<file path="src/rtl/burst_req_tx_if.sv">
`default_nettype none
// ============================================================================
//  Module   : burst_req_tx_if
//  Purpose  : Request/serial bundle between a requester, burst_req_tx and
//             the burst controller's serial receivers.
//             slave  = burst_req_tx side, master = requester/receiver side.
//  Revision : 1.0  initial release
// ============================================================================
interface burst_req_tx_if #(
    parameter int LEN_W  = 4,
    parameter int ADDR_W = 20
);
    logic              req;
    logic              req_mode;
    logic [LEN_W-1:0]  req_len;
    logic [ADDR_W-1:0] req_addr;
    logic              abort;
    logic              beat_valid;
    logic              stop_signal;
    logic              busy;
    logic              en;
    logic              mode_sel;
    logic              len_sdo;
    logic              addr_sdo;
    logic              done;
    logic [LEN_W-1:0]  beat_cnt;

    modport slave (
        input  req, req_mode, req_len, req_addr, abort, beat_valid, stop_signal,
        output busy, en, mode_sel, len_sdo, addr_sdo, done, beat_cnt
    );

    modport master (
        output req, req_mode, req_len, req_addr, abort, beat_valid, stop_signal,
        input  busy, en, mode_sel, len_sdo, addr_sdo, done, beat_cnt
    );
endinterface
`default_nettype wire

</file>
<file path="src/rtl/burst_req_tx.sv">
`default_nettype none
// ============================================================================
//  Module   : burst_req_tx
//  Purpose  : Initiator-side burst request serialiser. Latches mode, length
//             and start address, shifts length/address MSB-first on two
//             serial lines, then counts returned address beats until the
//             burst completes or the receiver signals stop.
//  Options  : BURST_TX_PARITY_EN - appends one even-parity cycle to SHIFT.
//  Revision : 1.0  initial release
// ============================================================================
module burst_req_tx #(
    parameter int LEN_W  = 4,
    parameter int ADDR_W = 20,
    parameter int CNT_W  = 6
) (
    input  logic           clk,
    input  logic           rst,     // asynchronous, active-low
    burst_req_tx_if.slave  bus
);

    typedef enum logic [1:0] {
        S_IDLE  = 2'd0,
        S_SHIFT = 2'd1,
        S_BURST = 2'd2,
        S_DONE  = 2'd3
    } state_t;

`ifdef BURST_TX_PARITY_EN
    // One extra SHIFT cycle carries the parity bits after the last address bit.
    localparam logic [CNT_W-1:0] c_K_LAST = CNT_W'(ADDR_W);
`else
    localparam logic [CNT_W-1:0] c_K_LAST = CNT_W'(ADDR_W - 1);
`endif

    state_t            r_state;
    logic [ADDR_W-1:0] r_addr_sh;
    logic [LEN_W-1:0]  r_len_sh;
    logic [LEN_W-1:0]  r_len;
    logic [LEN_W-1:0]  r_cnt;
    logic [CNT_W-1:0]  r_k;
    logic              r_mode;
    logic              r_busy;
    logic              r_en;
    logic              r_mode_sel;
    logic              r_len_sdo;
    logic              r_addr_sdo;
    logic              r_done;
`ifdef BURST_TX_PARITY_EN
    logic              r_addr_par;
    logic              r_len_par;
`endif

    // A zero-length burst request degrades to a single transfer.
    logic              w_req_mode_eff;
    // Beats saturate at the latched length.
    logic              w_beat;
    logic [LEN_W-1:0]  w_cnt_next;

    assign w_req_mode_eff = bus.req_mode && (bus.req_len != '0);
    assign w_beat         = bus.beat_valid && (r_cnt != r_len);
    assign w_cnt_next     = r_cnt + LEN_W'(w_beat);

    // Transaction sequencer: latch, serialise, count beats; all outputs registered.
    always_ff @(posedge clk or negedge rst) begin
        if (!rst) begin
            r_state    <= S_IDLE;
            r_addr_sh  <= '0;
            r_len_sh   <= '0;
            r_len      <= '0;
            r_cnt      <= '0;
            r_k        <= '0;
            r_mode     <= 1'b0;
            r_busy     <= 1'b0;
            r_en       <= 1'b0;
            r_mode_sel <= 1'b0;
            r_len_sdo  <= 1'b0;
            r_addr_sdo <= 1'b0;
            r_done     <= 1'b0;
`ifdef BURST_TX_PARITY_EN
            r_addr_par <= 1'b0;
            r_len_par  <= 1'b0;
`endif
        end else begin
            r_done <= 1'b0;
            case (r_state)
                S_IDLE: begin
                    if (bus.req) begin
                        // First serial bit goes out together with the latch.
                        r_state    <= S_SHIFT;
                        r_mode     <= w_req_mode_eff;
                        r_len      <= bus.req_len;
                        r_addr_sh  <= {bus.req_addr[ADDR_W-2:0], 1'b0};
                        r_len_sh   <= {bus.req_len[LEN_W-2:0], 1'b0};
                        r_k        <= '0;
                        r_cnt      <= '0;
                        r_busy     <= 1'b1;
                        r_en       <= 1'b1;
                        r_mode_sel <= w_req_mode_eff;
                        r_addr_sdo <= bus.req_addr[ADDR_W-1];
                        r_len_sdo  <= bus.req_len[LEN_W-1];
`ifdef BURST_TX_PARITY_EN
                        r_addr_par <= ^bus.req_addr;
                        r_len_par  <= ^bus.req_len;
`endif
                    end
                end
                S_SHIFT: begin
                    if (bus.abort) begin
                        r_state    <= S_IDLE;
                        r_busy     <= 1'b0;
                        r_en       <= 1'b0;
                        r_mode_sel <= 1'b0;
                        r_len_sdo  <= 1'b0;
                        r_addr_sdo <= 1'b0;
                    end else if (r_k == c_K_LAST) begin
                        r_len_sdo  <= 1'b0;
                        r_addr_sdo <= 1'b0;
                        if (r_mode) begin
                            r_state    <= S_BURST;
                            r_mode_sel <= 1'b1;
                        end else begin
                            r_state    <= S_DONE;
                            r_done     <= 1'b1;
                            r_busy     <= 1'b0;
                            r_en       <= 1'b0;
                            r_mode_sel <= 1'b0;
                        end
                    end else begin
                        r_k <= r_k + CNT_W'(1);
`ifdef BURST_TX_PARITY_EN
                        if (r_k == CNT_W'(ADDR_W - 1)) begin
                            r_addr_sdo <= r_addr_par;
                            r_len_sdo  <= r_len_par;
                        end else begin
                            r_addr_sdo <= r_addr_sh[ADDR_W-1];
                            r_len_sdo  <= r_len_sh[LEN_W-1];
                        end
`else
                        r_addr_sdo <= r_addr_sh[ADDR_W-1];
                        r_len_sdo  <= r_len_sh[LEN_W-1];
`endif
                        // Zero fill makes len_sdo idle low once the length is out.
                        r_addr_sh <= {r_addr_sh[ADDR_W-2:0], 1'b0};
                        r_len_sh  <= {r_len_sh[LEN_W-2:0], 1'b0};
                    end
                end
                S_BURST: begin
                    if (bus.abort) begin
                        // Abort wins over a same-cycle beat: count is held.
                        r_state    <= S_IDLE;
                        r_busy     <= 1'b0;
                        r_en       <= 1'b0;
                        r_mode_sel <= 1'b0;
                    end else begin
                        r_cnt <= w_cnt_next;
                        if ((w_cnt_next == r_len) || bus.stop_signal) begin
                            r_state    <= S_DONE;
                            r_done     <= 1'b1;
                            r_busy     <= 1'b0;
                            r_en       <= 1'b0;
                            r_mode_sel <= 1'b0;
                        end
                    end
                end
                S_DONE: begin
                    r_state <= S_IDLE;
                end
                default: begin
                    r_state <= S_IDLE;
                end
            endcase
        end
    end

    assign bus.busy     = r_busy;
    assign bus.en       = r_en;
    assign bus.mode_sel = r_mode_sel;
    assign bus.len_sdo  = r_len_sdo;
    assign bus.addr_sdo = r_addr_sdo;
    assign bus.done     = r_done;
    assign bus.beat_cnt = r_cnt;

endmodule
`default_nettype wire

</file>
<file path="src/flat_wrapper.sv">
// flat-port wrapper written by rule: the top's interface ports become plain ports
module burst_req_tx_flat 
#(
    parameter int LEN_W  = 4,
    parameter int ADDR_W = 20,
    parameter int CNT_W  = 6
)
  (clk, rst, bus_req, bus_req_mode, bus_req_len, bus_req_addr, bus_abort, bus_beat_valid, bus_stop_signal, bus_busy, bus_en, bus_mode_sel, bus_len_sdo, bus_addr_sdo, bus_done, bus_beat_cnt);
  burst_req_tx_if #(.LEN_W(LEN_W), .ADDR_W(ADDR_W)) bus_i ();
  input  logic clk;
  input  logic rst;
  input wire logic [$bits(bus_i.req)-1:0] bus_req;
  input wire logic [$bits(bus_i.req_mode)-1:0] bus_req_mode;
  input wire logic [$bits(bus_i.req_len)-1:0] bus_req_len;
  input wire logic [$bits(bus_i.req_addr)-1:0] bus_req_addr;
  input wire logic [$bits(bus_i.abort)-1:0] bus_abort;
  input wire logic [$bits(bus_i.beat_valid)-1:0] bus_beat_valid;
  input wire logic [$bits(bus_i.stop_signal)-1:0] bus_stop_signal;
  output wire logic [$bits(bus_i.busy)-1:0] bus_busy;
  output wire logic [$bits(bus_i.en)-1:0] bus_en;
  output wire logic [$bits(bus_i.mode_sel)-1:0] bus_mode_sel;
  output wire logic [$bits(bus_i.len_sdo)-1:0] bus_len_sdo;
  output wire logic [$bits(bus_i.addr_sdo)-1:0] bus_addr_sdo;
  output wire logic [$bits(bus_i.done)-1:0] bus_done;
  output wire logic [$bits(bus_i.beat_cnt)-1:0] bus_beat_cnt;
  assign bus_i.req = bus_req;
  assign bus_i.req_mode = bus_req_mode;
  assign bus_i.req_len = bus_req_len;
  assign bus_i.req_addr = bus_req_addr;
  assign bus_i.abort = bus_abort;
  assign bus_i.beat_valid = bus_beat_valid;
  assign bus_i.stop_signal = bus_stop_signal;
  assign bus_busy = bus_i.busy;
  assign bus_en = bus_i.en;
  assign bus_mode_sel = bus_i.mode_sel;
  assign bus_len_sdo = bus_i.len_sdo;
  assign bus_addr_sdo = bus_i.addr_sdo;
  assign bus_done = bus_i.done;
  assign bus_beat_cnt = bus_i.beat_cnt;
  burst_req_tx #(.LEN_W(LEN_W), .ADDR_W(ADDR_W), .CNT_W(CNT_W)) u_core (.clk(clk), .rst(rst), .bus(bus_i));
endmodule
</file>
<file path="config.mk">
export PLATFORM = sky130hd
export DESIGN_NAME = burst_req_tx_flat
export DESIGN_NICKNAME = d
export VERILOG_FILES = /design/src/rtl/burst_req_tx_if.sv /design/src/rtl/burst_req_tx.sv /design/src/flat_wrapper.sv
export SDC_FILE = /design/constraint.sdc
export NUM_CORES = 1
export LEC_CHECK = 0
export CAP_MARGIN = 5
export CORE_UTILIZATION = 43
export DETAILED_ROUTE_END_ITERATION = 6
export HOLD_SLACK_MARGIN = 0.02
export PLACE_DENSITY = 0.75
export SLEW_MARGIN = 20
export SYNTH_ARGS = -nofsm -noshare
export SYNTH_HDL_FRONTEND = slang
export SYNTH_SLANG_ARGS = --single-unit
</file>
<file path="constraint.sdc">
create_clock -name clk -period 5.85 [get_ports clk]
set_input_delay 1.17 -clock clk [delete_from_list [all_inputs] [get_ports clk]]
set_output_delay 1.17 -clock clk [all_outputs]
set_load 0.005 [all_outputs]
</file>
# Yosys cells after proc, flatten, opt, wreduce, memory -nomap -nowiden
# Index checks and enable logic that the tools add are counted.
# Widths: inputs -> output; s select.
op_classes:
  add_sub_neg: 2
  n_reduce_logical: 15
  n_eq_ne: 13
  n_mux: 48
op_table:
  columns: ["cell", "n"]
  rows:
  - ["$mux 20", 3]
  - ["$pmux 20 s2", 1]
  - ["$mux 1", 22]
  - ["$mux 4", 5]
  - ["$mux 6", 3]
  - ["$pmux 4 s2", 2]
  - ["$pmux 6 s2", 1]
  - ["$mux 2", 5]
  - ["$ne 2x2->1 const B", 4]
  - ["$pmux 2 s4", 1]
  - ["$reduce_and 4->1", 2]
  - ["$add 6x1->6 const B", 1]
  - ["$eq 6x5->1 const B", 1]
  - ["$ne 3x2->1 const B", 2]
  - ["$pmux 1 s2", 3]
  - ["$pmux 1 s3", 2]
  - ["$reduce_and 3->1", 2]
  - ["$reduce_and 5->1", 1]
  - ["$add 4x1->4", 1]
  - ["$eq 2x2->1 const B", 2]
  - ["$eq 4x4->1", 1]
  - ["$ne 4x4->1", 1]
  - ["$reduce_and 2->1", 2]
  - ["$reduce_bool 2->1", 2]
  - ["7 further kinds", 8]
word_totals:
  register_bits: 46
  input_bits: 31

# Logic depth before layout (Yosys ltp)
depth:
  word_depth: 8
  mapped_depth: 10

# Worst setup path before layout
# OpenSTA, ideal clock, no wires.
synth_timing:
  kind: "input -> register"
  from: "input port bus_beat_valid"
  to: "register u_core.r_state[1]"
  required_time_ns: 5.728
  path_stages: 8
  setup_time_ns: 0.122
  arrival_time_ns: 2.540
  path_buffers: 0
  slack_ns: 3.188
  cell_sequence: "o41a_1 -> ha_1 -> ha_1 -> xnor2_1 -> nand3_1 -> o21ai_1 -> nand3_1 -> a32o_1"
synth_via:
  elab_chain_cells: 6
synth_lines:
  columns: ["item", "line", "source"]
  rows:
  - ["start, declared", "flat_wrapper.sv:17", "input wire logic [$bits(bus_i.beat_valid)-1:0] bus_beat_valid;"]
  - ["$logic_and 1x1->1", "burst_req_tx.sv:60", "assign w_beat = bus.beat_valid && (r_cnt != r_len);"]
  - ["$add 4x1->4", "burst_req_tx.sv:61", "assign w_cnt_next = r_cnt + LEN_W'(w_beat);"]
  - ["$eq 4x4->1", "burst_req_tx.sv:156", "if ((w_cnt_next == r_len) || bus.stop_signal) begin"]
  - ["$logic_or 1x1->1", "burst_req_tx.sv:156", null]
  - ["$ne 3x2->1 (no source line)", null, null]
  - ["$reduce_and 3->1 (no source line)", null, null]
  - ["end signal, assigned", "burst_req_tx.sv:157", "r_state <= S_DONE;"]
  - ["end signal, assigned", "burst_req_tx.sv:166", "r_state <= S_IDLE;"]
  - ["end signal, assigned", "burst_req_tx.sv:169", "r_state <= S_IDLE;"]
  - ["end, declared", "burst_req_tx.sv:35", "state_t r_state;"]
# Every way passes these cells.
# A chain may end at the register's enable or synchronous reset.

# Worst setup path in the final report
layout_timing:
  from: "input port bus_abort"
  to: "register u_core.r_k[5]"
layout_via:
  elab_chain_cells: 2
layout_lines:
  columns: ["item", "line", "source"]
  rows:
  - ["start, declared", "flat_wrapper.sv:16", "input wire logic [$bits(bus_i.abort)-1:0] bus_abort;"]
  - ["$ne 2x2->1 (no source line)", null, null]
  - ["$reduce_and 4->1 (no source line)", null, null]
  - ["end signal, assigned", "burst_req_tx.sv:129", "r_k <= r_k + CNT_W'(1);"]
  - ["end, declared", "burst_req_tx.sv:40", "logic [CNT_W-1:0] r_k;"]
# Every way passes these cells.

==> metrics.md <==
| Metric | Value |
|---|---|
| Setup Skew | `a little over 0.01 ns` |
| Top-area cell type share of the netlist area | `0.4806` |
| WL met2 | `around 2200 um` |
| FF-to-FF setup slack | `3.22 ns` |
| Required time worst endpoint | `between 6 and 7 ns` |
| Worst vdd ir | `roughly 0.00018 V` |
| All-Layer GR Usage | `0.1884` |
| Via count | `around 1,800` |
| Final Max Slew Viols | `0` |
| I/O Buffers | `40` |
| Crit path max fanout | `50` |
| Vias per inst | `about 5.3` |
| Number of DRC markers in iteration 0 | `between 70 and 80` |
| Clk root buf | `clkbuf_8` |
| Ant diodes | `0` |
| Top FF cell, synth | `dfrtp_1` |
| Critical Path Sink Type | `flip-flop` |
| Vias in the first global route | `1,782` |
| Initial antenna violation count | `0` |
| Die footprint | `~5600 um^2` |
| Area growth, synth to finish | `24.90%` |
| Post-synthesis net count | `about 270` |
| CP arrival | `3.19 ns` |
| Clock buffer depth | `2` |
| Met3 wire len | `241 um` |
| Layout Nets | `approximately 300` |
| DR top layer | `met4` |
| DPL Wire Length | `between 3000 and 4000 um` |
| R2r endpoint | `u_core.r_state[1]` |
| Drt pass-1 iters | `4` |
| Slew headroom | `0.3465` |
| Setup TNS | `0 ns` |
| Wirelength per Cell | `between 10 and 15 um` |
| Final WL | `between 4000 and 5000 um` |
| Crit path from | `bus_abort` |
| Fin crit share | `0.5068` |
| Clk sink count | `44` |
| Post-CTS sizing | `0` |
| Detail Route Antenna Nets | `0` |
| Num ports | `roughly 40` |
| Layout cell share with drive strength beyond 1 | `0.06415` |
| TritonCTS clock tree | `done` |
| Placer Congestion | `~0.8` |
| Asr flop ratio synth | `1.000` |
| H-Tree Depth | `2` |
| CTS Buf Count | `5` |
| Placed instance area | `2733 um^2` |
| Synth unique cells | `39` |
| CORE AREA | `roughly 5100 um^2` |
| Synthesized area per cell | `a little over 10 um^2` |
| RSZ-0062 raised after global routing | `false` |
| Cells after Synth | `227` |
| PD cells | `462.4 nW/um^2` |
| Clock-pin slew on the worst setup and hold paths | `around 0.080 ns` |
| R2r startpoint | `u_core.bus.beat_cnt[3]` |
| Outcome | `completed` |
| Crit Path Category | `input pin to flip-flop` |
| Final setup viols | `0` |
| Initial Util | `0.4486` |
| Slowest Stage Delay on Critical Path | `0.59 ns` |
| Final instance area | `about 2900 um^2` |
| Worst-path cell with the longest stage delay | `clkdlybuf4s50_1` |
| P_leak | `~1.3 nW` |
| Path depth of the worst reg2reg path | `9` |
| Critical Path End | `u_core.r_k[5]` |
| Max cap viols | `0` |
| Hold buffer count at cts | `0` |
| Pin count of the biggest net entering global routing | `51` |
| Tightest Pin Transition | `around 0.98 ns` |
| Post-CTS Setup Repair Bufs | `0` |
| Rows | `26` |
| Min-delay worst type | `flip-flop to flip-flop` |
| Yosys reg bits | `44` |
| Final Hold Viols | `0` |
| Die Ht | `roughly 75 um` |
| First-pass GRT wire length | `a little under 8000 um` |
| Register area share after synthesis | `0.4806` |
| Post-detailed-route DRC marker count | `0` |
| Area of the mapped netlist | `roughly 2300 um^2` |
| Total grt overflow | `0` |
| Area contributors post-synth | `dfrtp_1 (48%), mux2i_1 (9.2%), o21ai_0 (6.8%)` |
| CP Launch Type | `input pin` |
| Tot Pwr | `0.001323 W` |
| Yosys top cell by area | `dfrtp_1` |
| Fmax | `337.3 MHz` |
| Tmin final | `roughly 3 ns` |
| Post-Route M1 WL | `about 2100 um` |
| Cells along the critical path | `clkdlybuf4s50_1, a41o_1, a21o_1, buf_4, or4_1, a21oi_1` |
| Synthesis warning total | `0` |
| Clock latency on the worst-skew pair | `0.30 ns` |
| Post-synth EDFFs | `0` |
| Die width | `74.99 um` |
metal layers:
metal	global-route usage	vias up
li1	-	880
met1	0.2360	833
met2	0.3163	49
met3	0.05221	10
met4	0.06080	0
met5	0	-
Yosys cell counts, drive strengths merged (2+ instances only):
master / n
buf: 6
o211ai: 2
nand2b: 4
nor2b: 4
xnor2: 4
clkbuf: 5
mux2i: 21
nand3: 8
a22oi: 2
dfrtp: 44
or3: 2
ha: 7
a22o: 6
mux2: 4
a31oi: 2
xor2: 4
inv: 7
nand2: 31
o21ai: 32
o31ai: 2
a21oi: 7
nor2: 10
critical path: cells and delay by family:
family                 cells  cell delay (ns)
AOI/OAI and AO/OA          3             0.63
and+or+nand+nor            1             0.55
buffers and inverters      2             0.83
registers in the layout (all words and copies together), names as in the netlist, 2 cells and up:
signal / cells
u_core.r_len_sh: 3
u_core.r_k: 6
u_core.r_state: 2
u_core.r_addr_sh: 19
u_core.r_len: 4
u_core.bus.beat_cnt: 4
layout by cell type (no fill, tap or decap), types with 2 or more instances in the layout:
master and n:
inv_1 6, dfrtp_1 44, nand3_1 8, bufinv_16 2
nor2b_1 4, clkdlybuf4s50_1 39, nand2_1 30, nand2b_1 4
o21ai_0 31, o31ai_1 2, mux2_2 4, xor2_1 4
or3_1 2, xnor2_1 4, a21oi_1 7, buf_4 2
nor2_1 10, mux2i_1 21, o211ai_1 2, a22oi_1 2
a31oi_1 2, ha_1 7, a22o_1 6, clkbuf_8 5
how the worst min path moves through the flow:
stage / from / end / slack [ns] / cells after the start
2_1_floorplan: u_core.r_addr_sh[10] / u_core.r_addr_sh[10] / 0.45 / 2
3_3_place_gp: u_core.r_addr_sh[18] / u_core.r_addr_sh[18] / 0.47 / 2
3_5_place_dp: u_core.r_len_sh[2] / u_core.r_len_sh[2] / 0.47 / 2
4_1_cts: u_core.r_len_sh[2] / u_core.r_len_sh[2] / 0.49 / 2
5_1_grt: u_core.r_len_sh[2] / u_core.r_len_sh[2] / 0.52 / 2
6_report: u_core.r_len_sh[2] / u_core.r_len_sh[2] / 0.49 / 2
stage by stage:
stage | util | setup WS (ns) | cells | hold slack (ns)
after floorplan | - | 3.188 | 227 | 0.4496
after global placement | 0.5350 | 2.654 | 328 | 0.4653
after detailed placement | 0.5350 | 2.604 | 328 | 0.4713
after CTS | 0.5603 | 2.921 | 335 | 0.4902
after global routing | 0.5603 | 2.750 | 335 | 0.5182
final | 0.5603 | 2.885 | 335 | 0.4869
final cells by class:
cell class / instances / area, um^2
inverters: 7 / 26.28
flip-flops and latches: 44 / 1101
repair buffers: 42 / 410.4
fillers: 475 / 2246
multi-input cells: 165 / 1107
well taps: 70 / 87.58
clock inverters: 2 / 60.06
clock buffers: 5 / 68.82
report_power, final:
group	total [W]	switching [W]	leakage, nW	internal (W)
clock network	0.000270	0.000102	0.0642	0.000168
logic	0.000551	0.000295	0.633	0.000257
registers	0.000502	0.0000777	0.562	0.000424
logic make-up (layout without fill, tap and decap cells):
group,after synthesis,in the layout,share of synthesized area
xor gates and xnor gates,9,9,0.04041
buffers and inverters,18,56,0.03604
muxes,25,25,0.1114
adders and majority gates,7,7,0.03823
and+or+nand+nor,63,63,0.1256
AOI/OAI and AO/OA,61,61,0.1677
DFF,44,44,0.4806
No activity file was read; power rests on OpenSTA's default activity.
